==> src/rtl/multicycle_control.sv <==
// Multicycle CPU control unit: instruction sequencing FSM with a memory-wait
// watchdog that aborts stalled fetches or loads/stores back to FETCH.
module multicycle_control #(
  parameter int TIMEOUT = 16
) (
  input  logic       clk,
  input  logic       rst,
  input  logic [5:0] opcode,
  input  logic       mem_ready,
  output logic [1:0] ALU_Op,
  output logic       PC_write,
  output logic       IR_write,
  output logic       mem_read,
  output logic       mem_write,
  output logic       reg_write,
  output logic       mem_to_reg,
  output logic       reg_dst,
  output logic       ALU_src_b,
  output logic       PC_src,
  output logic       illegal_op,
  output logic       mem_err,
  output logic [3:0] state
);
  localparam int CW = $clog2(TIMEOUT) + 1;

  typedef enum logic [3:0] {
    FETCH  = 4'd0, DECODE = 4'd1, ADDR   = 4'd2, MEM_RD = 4'd3, MEM_WR = 4'd4,
    WB_MEM = 4'd5, EXEC_R = 4'd6, EXEC_I = 4'd7, WB_ALU = 4'd8, JUMP   = 4'd9
  } state_t;

  state_t          state_q, state_d;
  logic [CW-1:0]   wait_q;
  logic            rdst_q, ill_q, merr_q;
  logic            is_r, is_lw, is_sw, is_ni, is_j, is_ill;
  logic            waiting, timeout_hit;

  assign is_r   = (opcode == 6'b000000);
  assign is_lw  = (opcode == 6'b100011);
  assign is_sw  = (opcode == 6'b101011);
  assign is_ni  = (opcode == 6'b001100);
  assign is_j   = (opcode == 6'b000010);
  assign is_ill = !(is_r || is_lw || is_sw || is_ni || is_j);

  assign waiting     = (state_q == FETCH) || (state_q == MEM_RD) || (state_q == MEM_WR);
  // Completion on the last allowed cycle wins over the abort.
  assign timeout_hit = waiting && !mem_ready && (wait_q == CW'(TIMEOUT - 1));

  always_comb begin
    state_d = state_q;
    case (state_q)
      FETCH:  if (mem_ready) state_d = DECODE;
      DECODE: begin
        if (is_r)              state_d = EXEC_R;
        else if (is_lw || is_sw) state_d = ADDR;
        else if (is_ni)        state_d = EXEC_I;
        else if (is_j)         state_d = JUMP;
        else                   state_d = FETCH;
      end
      ADDR:   state_d = is_lw ? MEM_RD : MEM_WR;
      MEM_RD: if (mem_ready) state_d = WB_MEM;
              else if (timeout_hit) state_d = FETCH;
      MEM_WR: if (mem_ready || timeout_hit) state_d = FETCH;
      WB_MEM: state_d = FETCH;
      EXEC_R: state_d = WB_ALU;
      EXEC_I: state_d = WB_ALU;
      WB_ALU: state_d = FETCH;
      JUMP:   state_d = FETCH;
      default: state_d = FETCH;
    endcase
  end

  always_ff @(posedge clk) begin
    if (rst) begin
      state_q <= FETCH;
      wait_q  <= '0;
      rdst_q  <= 1'b0;
      ill_q   <= 1'b0;
      merr_q  <= 1'b0;
    end else begin
      state_q <= state_d;
      if (state_d != state_q || timeout_hit) wait_q <= '0;
      else if (waiting && !mem_ready)        wait_q <= wait_q + 1'b1;
      if (state_q == EXEC_R)      rdst_q <= 1'b1;
      else if (state_q == EXEC_I) rdst_q <= 1'b0;
      ill_q   <= (state_q == DECODE) && is_ill;
      merr_q  <= timeout_hit;
    end
  end

  always_comb begin
    ALU_Op     = 2'b00;
    PC_write   = 1'b0;
    IR_write   = 1'b0;
    mem_read   = 1'b0;
    mem_write  = 1'b0;
    reg_write  = 1'b0;
    mem_to_reg = 1'b0;
    reg_dst    = 1'b0;
    ALU_src_b  = 1'b0;
    PC_src     = 1'b0;
    case (state_q)
      FETCH:  begin mem_read = 1'b1; IR_write = mem_ready; PC_write = mem_ready; end
      ADDR:   ALU_src_b = 1'b1;
      MEM_RD: mem_read = 1'b1;
      MEM_WR: mem_write = 1'b1;
      WB_MEM: begin reg_write = 1'b1; mem_to_reg = 1'b1; end
      EXEC_R: ALU_Op = 2'b10;
      EXEC_I: begin ALU_Op = 2'b01; ALU_src_b = 1'b1; end
      WB_ALU: begin reg_write = 1'b1; reg_dst = rdst_q; end
      JUMP:   begin ALU_Op = 2'b11; PC_src = 1'b1; PC_write = 1'b1; end
      default: ;
    endcase
    // Architectural-state strobes are blocked immediately while in reset.
    if (rst) begin
      PC_write  = 1'b0;
      IR_write  = 1'b0;
      mem_write = 1'b0;
      reg_write = 1'b0;
    end
  end

  assign illegal_op = ill_q;
  assign mem_err    = merr_q;
  assign state      = state_q;
endmodule

==> config.mk <==
export PLATFORM = sky130hd
export DESIGN_NAME = multicycle_control
export DESIGN_NICKNAME = d
export VERILOG_FILES = /design/src/rtl/multicycle_control.sv
export SDC_FILE = /design/constraint.sdc
export NUM_CORES = 1
export LEC_CHECK = 0
export CELL_PAD_IN_SITES_DETAIL_PLACEMENT = 2
export CELL_PAD_IN_SITES_GLOBAL_PLACEMENT = 2
export CORE_UTILIZATION = 28
export CTS_CLUSTER_SIZE = 25
export DETAILED_ROUTE_END_ITERATION = 7
export HOLD_SLACK_MARGIN = 0.12
export PLACE_DENSITY_LB_ADDON = 0.1
export RECOVER_POWER = 100
export SYNTH_ARGS = -nofsm -noshare
export SYNTH_HDL_FRONTEND = slang
export SYNTH_SLANG_ARGS = --single-unit
==> constraint.sdc <==
create_clock -name clk -period 5.65 [get_ports clk]
set_clock_uncertainty 0.05 [all_clocks]
set_input_delay 1.695 -clock clk [delete_from_list [all_inputs] [get_ports clk]]
set_output_delay 1.695 -clock clk [all_outputs]
set_load 0.02 [all_outputs]
==> impl_metrics.py, run 1 <==
metrics = {
    "floorplan": {
        "die_h_um": 58.4,
        "rows": 20,
        "die_w_um": 58.4,
        "fp.dieArea_sq_um": 3410,
        "core_sq_um": 3030,
        "ios": 26,
        "start_util": 0.294,
    },
    "setup_path": {
        "worstSetupPathType": "input pin to output pin",
        "r2r-end": "wait_q[2]",
        "r2r_cells": 4,
        "endpoint_kind": "output pin",
        "cp-start-kind": "input pin",
        "reg2reg_setup_slack_ns": 3.03,
        "timing.rr.start": "state[0]",
        "worstPathRequired_ns": 3.90,
        "critPathMaxFanout": 11,
        "worstPathArrival_ns": 3.62,
    },
    "sta": {
        "fin_crit_ns": 5.36,
        "fmax_mhz": 186,
        "slew_headroom": 0.428,
        "timing_hold_violations_final": 0,
        "finalCritPeriodShare": 0.949,
        "fin_setup_tns_ns": 0,
        "finalSetupViolations": 0,
        "rsz0062_at_grt": "no",
        "finalMaxSlewViolations": 0,
        "worstMarginPinSlew_ns": 0.855,
    },
    "placed_design": {
        "gp_congestion": 0.781,
        "hpwl_um": 2140,
        "placed_cells": 173,
        "io_buffers": 25,
    },
    "clocking": {
        "cts_made_buffers": 3,
        "post_cts_buffers": 0,
        "clockBufferDepth": 2,
        "cts_tree": "done",
        "clk-insertion-delay-late_ns": 0.28,
        "holdBufCountCts": 0,
        "cts_resized": 0,
        "cts.sinks": 12,
        "h-tree-depth": 1,
        "clk_pin_slew_ns": 0.08,
        "cts_root_buf": "clkbuf_4",
    },
    "route": {
        "wl_per_cell_um": 16.5,
        "antenna_left": 0,
        "viasPerCell": 5.32,
        "wl_um": 2910,
        "dr.pass1.iters": 4,
        "vias": 941,
        "drt_iter0_markers": 25,
        "drcViolationCount": 0,
    },
    "final_layout": {
        "fillers": 354,
        "diodes": 0,
        "area_growth_pct": 33.3,
        "finalNetCount": 145,
        "final_layout_size_suffix_gt1_frac": 0.0827,
        "fin_cells": 177,
    },
    "outcome": {
        "status": "completed",
    },
    "synthesis": {
        "postSynth.topFlopCell": "dfxtp_1",
        "ys_ff_latch": 12,
        "synth_most_common_cell": "dfxtp_1",
        "netlist.top_cell.by_area": "dfxtp_1",
        "netlist_top_cells_count": "dfxtp_1 (12), a21oi_1 (10), nor2_1 (9)",
        "synthArstFlopShare": 0,
        "syn_avg_cell_area_sq_um": 7.95,
        "synth_edf_count": 0,
        "synth_fp_nets": 123,
        "synth_cell_type_count": 44,
        "synth_cells": 112,
        "synth_area_sq_um": 891,
        "yosysTopAreaCellShare": 0.270,
        "synth_top_cells_by_area": "dfxtp_1 (27%), a21oi_1 (5.6%), nor3_1 (3.9%)",
        "yosys_warnings": 0,
        "synth-seq-area-share": 0.270,
    },
    "pwr": {
        "power_leakage_nw": 0.435,
        "ir_worst_vdd_uv": 85.9,
        "powerDensity_nw_per_um2": 166,
    },
    "global_routing": {
        "grt_use_total": 0.191,
        "gr-usage-met3": 0.0352,
        "grt-busiest-layer": "met2",
        "grt_pass1_wl_um": 4910,
        "use_met1": 0.257,
        "grt.met2_usage": 0.312,
        "grt_max_degree": 18,
        "grt_overflow": 0,
        "antenna_found_initial": 0,
        "grt_pass1_vias": 958,
    },
    "job": {
        "drv_cap": 0,
    },
    "worst_hold_path": {
        "hp-start": "rdst_q",
        "min_path_type": "flip-flop to flip-flop",
        "min_to": "rdst_q",
        "holdPathStages": 2,
    },
}
==> layout make-up <==
type	count	area, sq um	share of cell area
clock buffer	4	36.3	0.0306
inverter	4	15.0	0.0126
multi-input combinational	87	587	0.494
sequential	12	240	0.202
tap	44	55.1	0.0464
timing repair buffer	26	254	0.214
==> registers in the layout, indices dropped and copies added, names as in the netlist <==
name        flops
rdst_q          1
illegal_op      1
mem_err         1
state           4
wait_q          5
==> worst max path at each step <==
stage	start	endpoint	slack, ns	cells after the start
global route	rst	PC_write	0.19	5
finish	rst	PC_write	0.29	5
global placement	mem_ready	PC_write	0.47	4
floorplan	rst	PC_write	1.08	2
detailed placement	mem_ready	PC_write	0.41	4
CTS	mem_ready	PC_write	0.39	4
==> through the flow <==
| step | hold WS (ns) | cell area, sq um | power, W | setup WS (ns) | utilization |
|---|---|---|---|---|---|
| final | 0.475 | 1190 | 0.000198 | 0.287 | 0.392 |
| after global routing | 0.513 | 1190 | 0.000210 | 0.186 | 0.392 |
| after CTS | 0.485 | 1200 | 0.000203 | 0.392 | 0.395 |
| after global placement | 0.427 | 1160 | 0.000128 | 0.474 | 0.383 |
| after floorplan | 0.405 | 891 | 0.000111 | 1.08 | - |
| after detailed placement | 0.463 | 1160 | 0.000129 | 0.407 | 0.383 |
==> cell families after synthesis <==
logic type / synth area share
AND/OR/NAND/NOR: 0.376
AO/OA/AOI/OAI: 0.187
buffers and inverters: 0.0646
flip-flops: 0.270
XOR/XNOR: 0.0393
multiplexers: 0.0351
adder cells (fa/ha/maj): 0.0281
==> critical path, stage by stage <==
cell and delay (ns):
clkdlybuf4s50_1 0.51, clkbuf_1 0.44, nor3_1 0.13, or2_2 0.30, clkdlybuf4s50_1 0.54
==> per-layer routing <==
metal  part of all wire  vias up
met5                  0        -
met4             0.0065        0
met2               0.47       23
met1               0.49      462
li1                   -      454
met3              0.032        2
==> where the power goes <==
group          switching (W)  internal [W]
clock network      0.0000333     0.0000392
logic              0.0000197     0.0000164
registers         0.00000312     0.0000860
total              0.0000561      0.000142
==> cells in the final DEF (no fill, tap or decap), types with 4 or more instances in the layout <==
cell type and n:
dlygate4sd3_1 16, nor3_1 7, nor4_1 5, dfxtp_1 12
nand2b_1 4, inv_1 4, a21oi_1 10, nor2_1 9
clkdlybuf4s50_1 9
(Power assumes the default switching activity.)
==> run 2, diff against run 1 <==
--- a/config.mk
+++ b/config.mk
@@ -12,7 +12,7 @@
 export DETAILED_ROUTE_END_ITERATION = 7
 export HOLD_SLACK_MARGIN = 0.12
 export PLACE_DENSITY_LB_ADDON = 0.1
-export RECOVER_POWER = 100
+export RECOVER_POWER = 25
 export SYNTH_ARGS = -nofsm -noshare
 export SYNTH_HDL_FRONTEND = slang
 export SYNTH_SLANG_ARGS = --single-unit
==> run 2 against run 1 <==
Final area grew 0.11%; sequential share of layout area hardly changed; first-iteration DRC count rose by 12%; sequential power about the same; cell count unchanged; critical path depth stayed put; global-route usage is the same; power rose by 0.30%; clock power barely moved; critical path type unchanged; largest cell class unchanged.
==> impl_metrics.py, run 2 (same netlist as run 1, synthesis figures left out) <==
metrics = {
    "setup_path": {
        "worstPathArrival_ns": 3.62,
        "timing.rr.start": "wait_q[0]",
        "worstPathRequired_ns": 3.90,
        "reg2reg_setup_slack_ns": 3.15,
        "crit_path_start": "rst",
        "r2r-end": "wait_q[2]",
        "cp-start-kind": "input pin",
        "critPathMaxFanout": 11,
        "endpoint_kind": "output pin",
        "worstSetupPathType": "input pin to output pin",
        "r2r_cells": 7,
        "cp-endpoint": "PC_write",
    },
    "clocking": {
        "cts_made_buffers": 3,
        "post_cts_buffers": 0,
        "h-tree-depth": 1,
        "cts_resized": 0,
        "clk-insertion-delay-late_ns": 0.28,
        "holdBufCountCts": 0,
        "clk_pin_slew_ns": 0.08,
        "cts_root_buf": "clkbuf_4",
        "cts_tree": "done",
        "cts.sinks": 12,
        "clockBufferDepth": 2,
    },
    "floorplan": {
        "rows": 20,
        "fp.dieArea_sq_um": 3410,
        "die_w_um": 58.4,
        "core_sq_um": 3030,
        "die_h_um": 58.4,
        "start_util": 0.294,
        "ios": 26,
    },
    "global_routing": {
        "grt_use_total": 0.191,
        "grt_pass1_wl_um": 4910,
        "grt_max_degree": 18,
        "antenna_found_initial": 0,
        "grt_overflow": 0,
        "grt_pass1_vias": 958,
    },
    "sta": {
        "finalMaxSlewViolations": 0,
        "fmax_mhz": 186,
        "worstMarginPinSlew_ns": 0.858,
        "slew_headroom": 0.427,
        "fin_ws_ns": 0.283,
        "fin_setup_tns_ns": 0,
        "timing_hold_violations_final": 0,
        "finalSetupViolations": 0,
        "fin_crit_ns": 5.37,
        "finalCritPeriodShare": 0.950,
        "rsz0062_at_grt": "no",
    },
    "final_layout": {
        "finalNetCount": 145,
        "final_cell_mix": "clkdlybuf4s50_1 (22), dfxtp_1 (12), a21oi_1 (10)",
        "fillers": 353,
        "layout_commonest_cell": "clkdlybuf4s50_1",
        "diodes": 0,
        "largest_reg_flops": 5,
        "area_growth_pct": 33.4,
        "regMostFlops": "wait_q",
        "final_layout_size_suffix_gt1_frac": 0.0827,
    },
    "outcome": {
        "status": "completed",
    },
    "worst_hold_path": {
        "holdPathStages": 2,
        "hp-start": "rdst_q",
        "min_path_type": "flip-flop to flip-flop",
    },
    "route": {
        "viasPerCell": 5.32,
        "dr.pass1.iters": 4,
        "drcViolationCount": 0,
        "vias": 941,
        "antenna_left": 0,
        "wl_um": 2920,
        "drt_iter0_markers": 28,
        "wl_per_cell_um": 16.5,
    },
    "pwr": {
        "ir_worst_vdd_uv": 85.7,
        "power_leakage_nw": 0.399,
        "powerDensity_nw_per_um2": 167,
    },
    "placed_design": {
        "hpwl_um": 2140,
        "gp_congestion": 0.781,
        "io_buffers": 25,
        "pre_cts_ws_ns": 0.407,
    },
    "job": {
        "drv_cap": 0,
    },
}
==> run 2: worst min-delay path by stage <==
stage / endpoint / slack, ns
2_1_floorplan: rdst_q / 0.40
3_3_place_gp: rdst_q / 0.43
3_5_place_dp: rdst_q / 0.46
4_1_cts: rdst_q / 0.49
5_1_grt: rdst_q / 0.51
6_report: rdst_q / 0.47
==> run 2: worst max-delay path, stage by stage <==
cell,delay [ns]
clkdlybuf4s50_1,0.51
clkbuf_1,0.45
nor3_1,0.12
or2_2,0.30
clkdlybuf4s50_1,0.54
==> run 2: report_power, final <==
group / switching, W / internal, W / total, W / leakage (nW)
clock: 0.0000330 / 0.0000392 / 0.0000722 / 0.0210
sequential: 0.00000315 / 0.0000860 / 0.0000892 / 0.0971
combinational: 0.0000199 / 0.0000170 / 0.0000369 / 0.281
==> run 2: per-layer routing <==
metal  share of wire  global-route usage  up-vias
li1                -                   -      457
met1            0.50               0.257      459
met2            0.46               0.312       23
met3           0.032              0.0352        2
met4          0.0065              0.0510        0
met5               0                   0        -
==> run 2: area by class of cell <==
class / count / area [sq um] / area share
clock buffers: 4 / 36.3 / 0.0305
inverters: 4 / 15.0 / 0.0126
repair buffers: 26 / 254 / 0.214
well taps: 44 / 55.1 / 0.0463
flip-flops and latches: 12 / 240 / 0.202
multi-input cells: 87 / 588 / 0.495
==> run 2: stage by stage <==
step / area, sq um / total power [W] / hold slack, ns / cells / utilization
2_1_floorplan: 891 / 0.000111 / 0.405 / 112 / -
3_3_place_gp: 1160 / 0.000128 / 0.427 / 173 / 0.383
3_5_place_dp: 1160 / 0.000129 / 0.463 / 173 / 0.383
4_1_cts: 1200 / 0.000203 / 0.485 / 177 / 0.395
5_1_grt: 1190 / 0.000211 / 0.513 / 177 / 0.393
6_report: 1190 / 0.000198 / 0.471 / 177 / 0.393
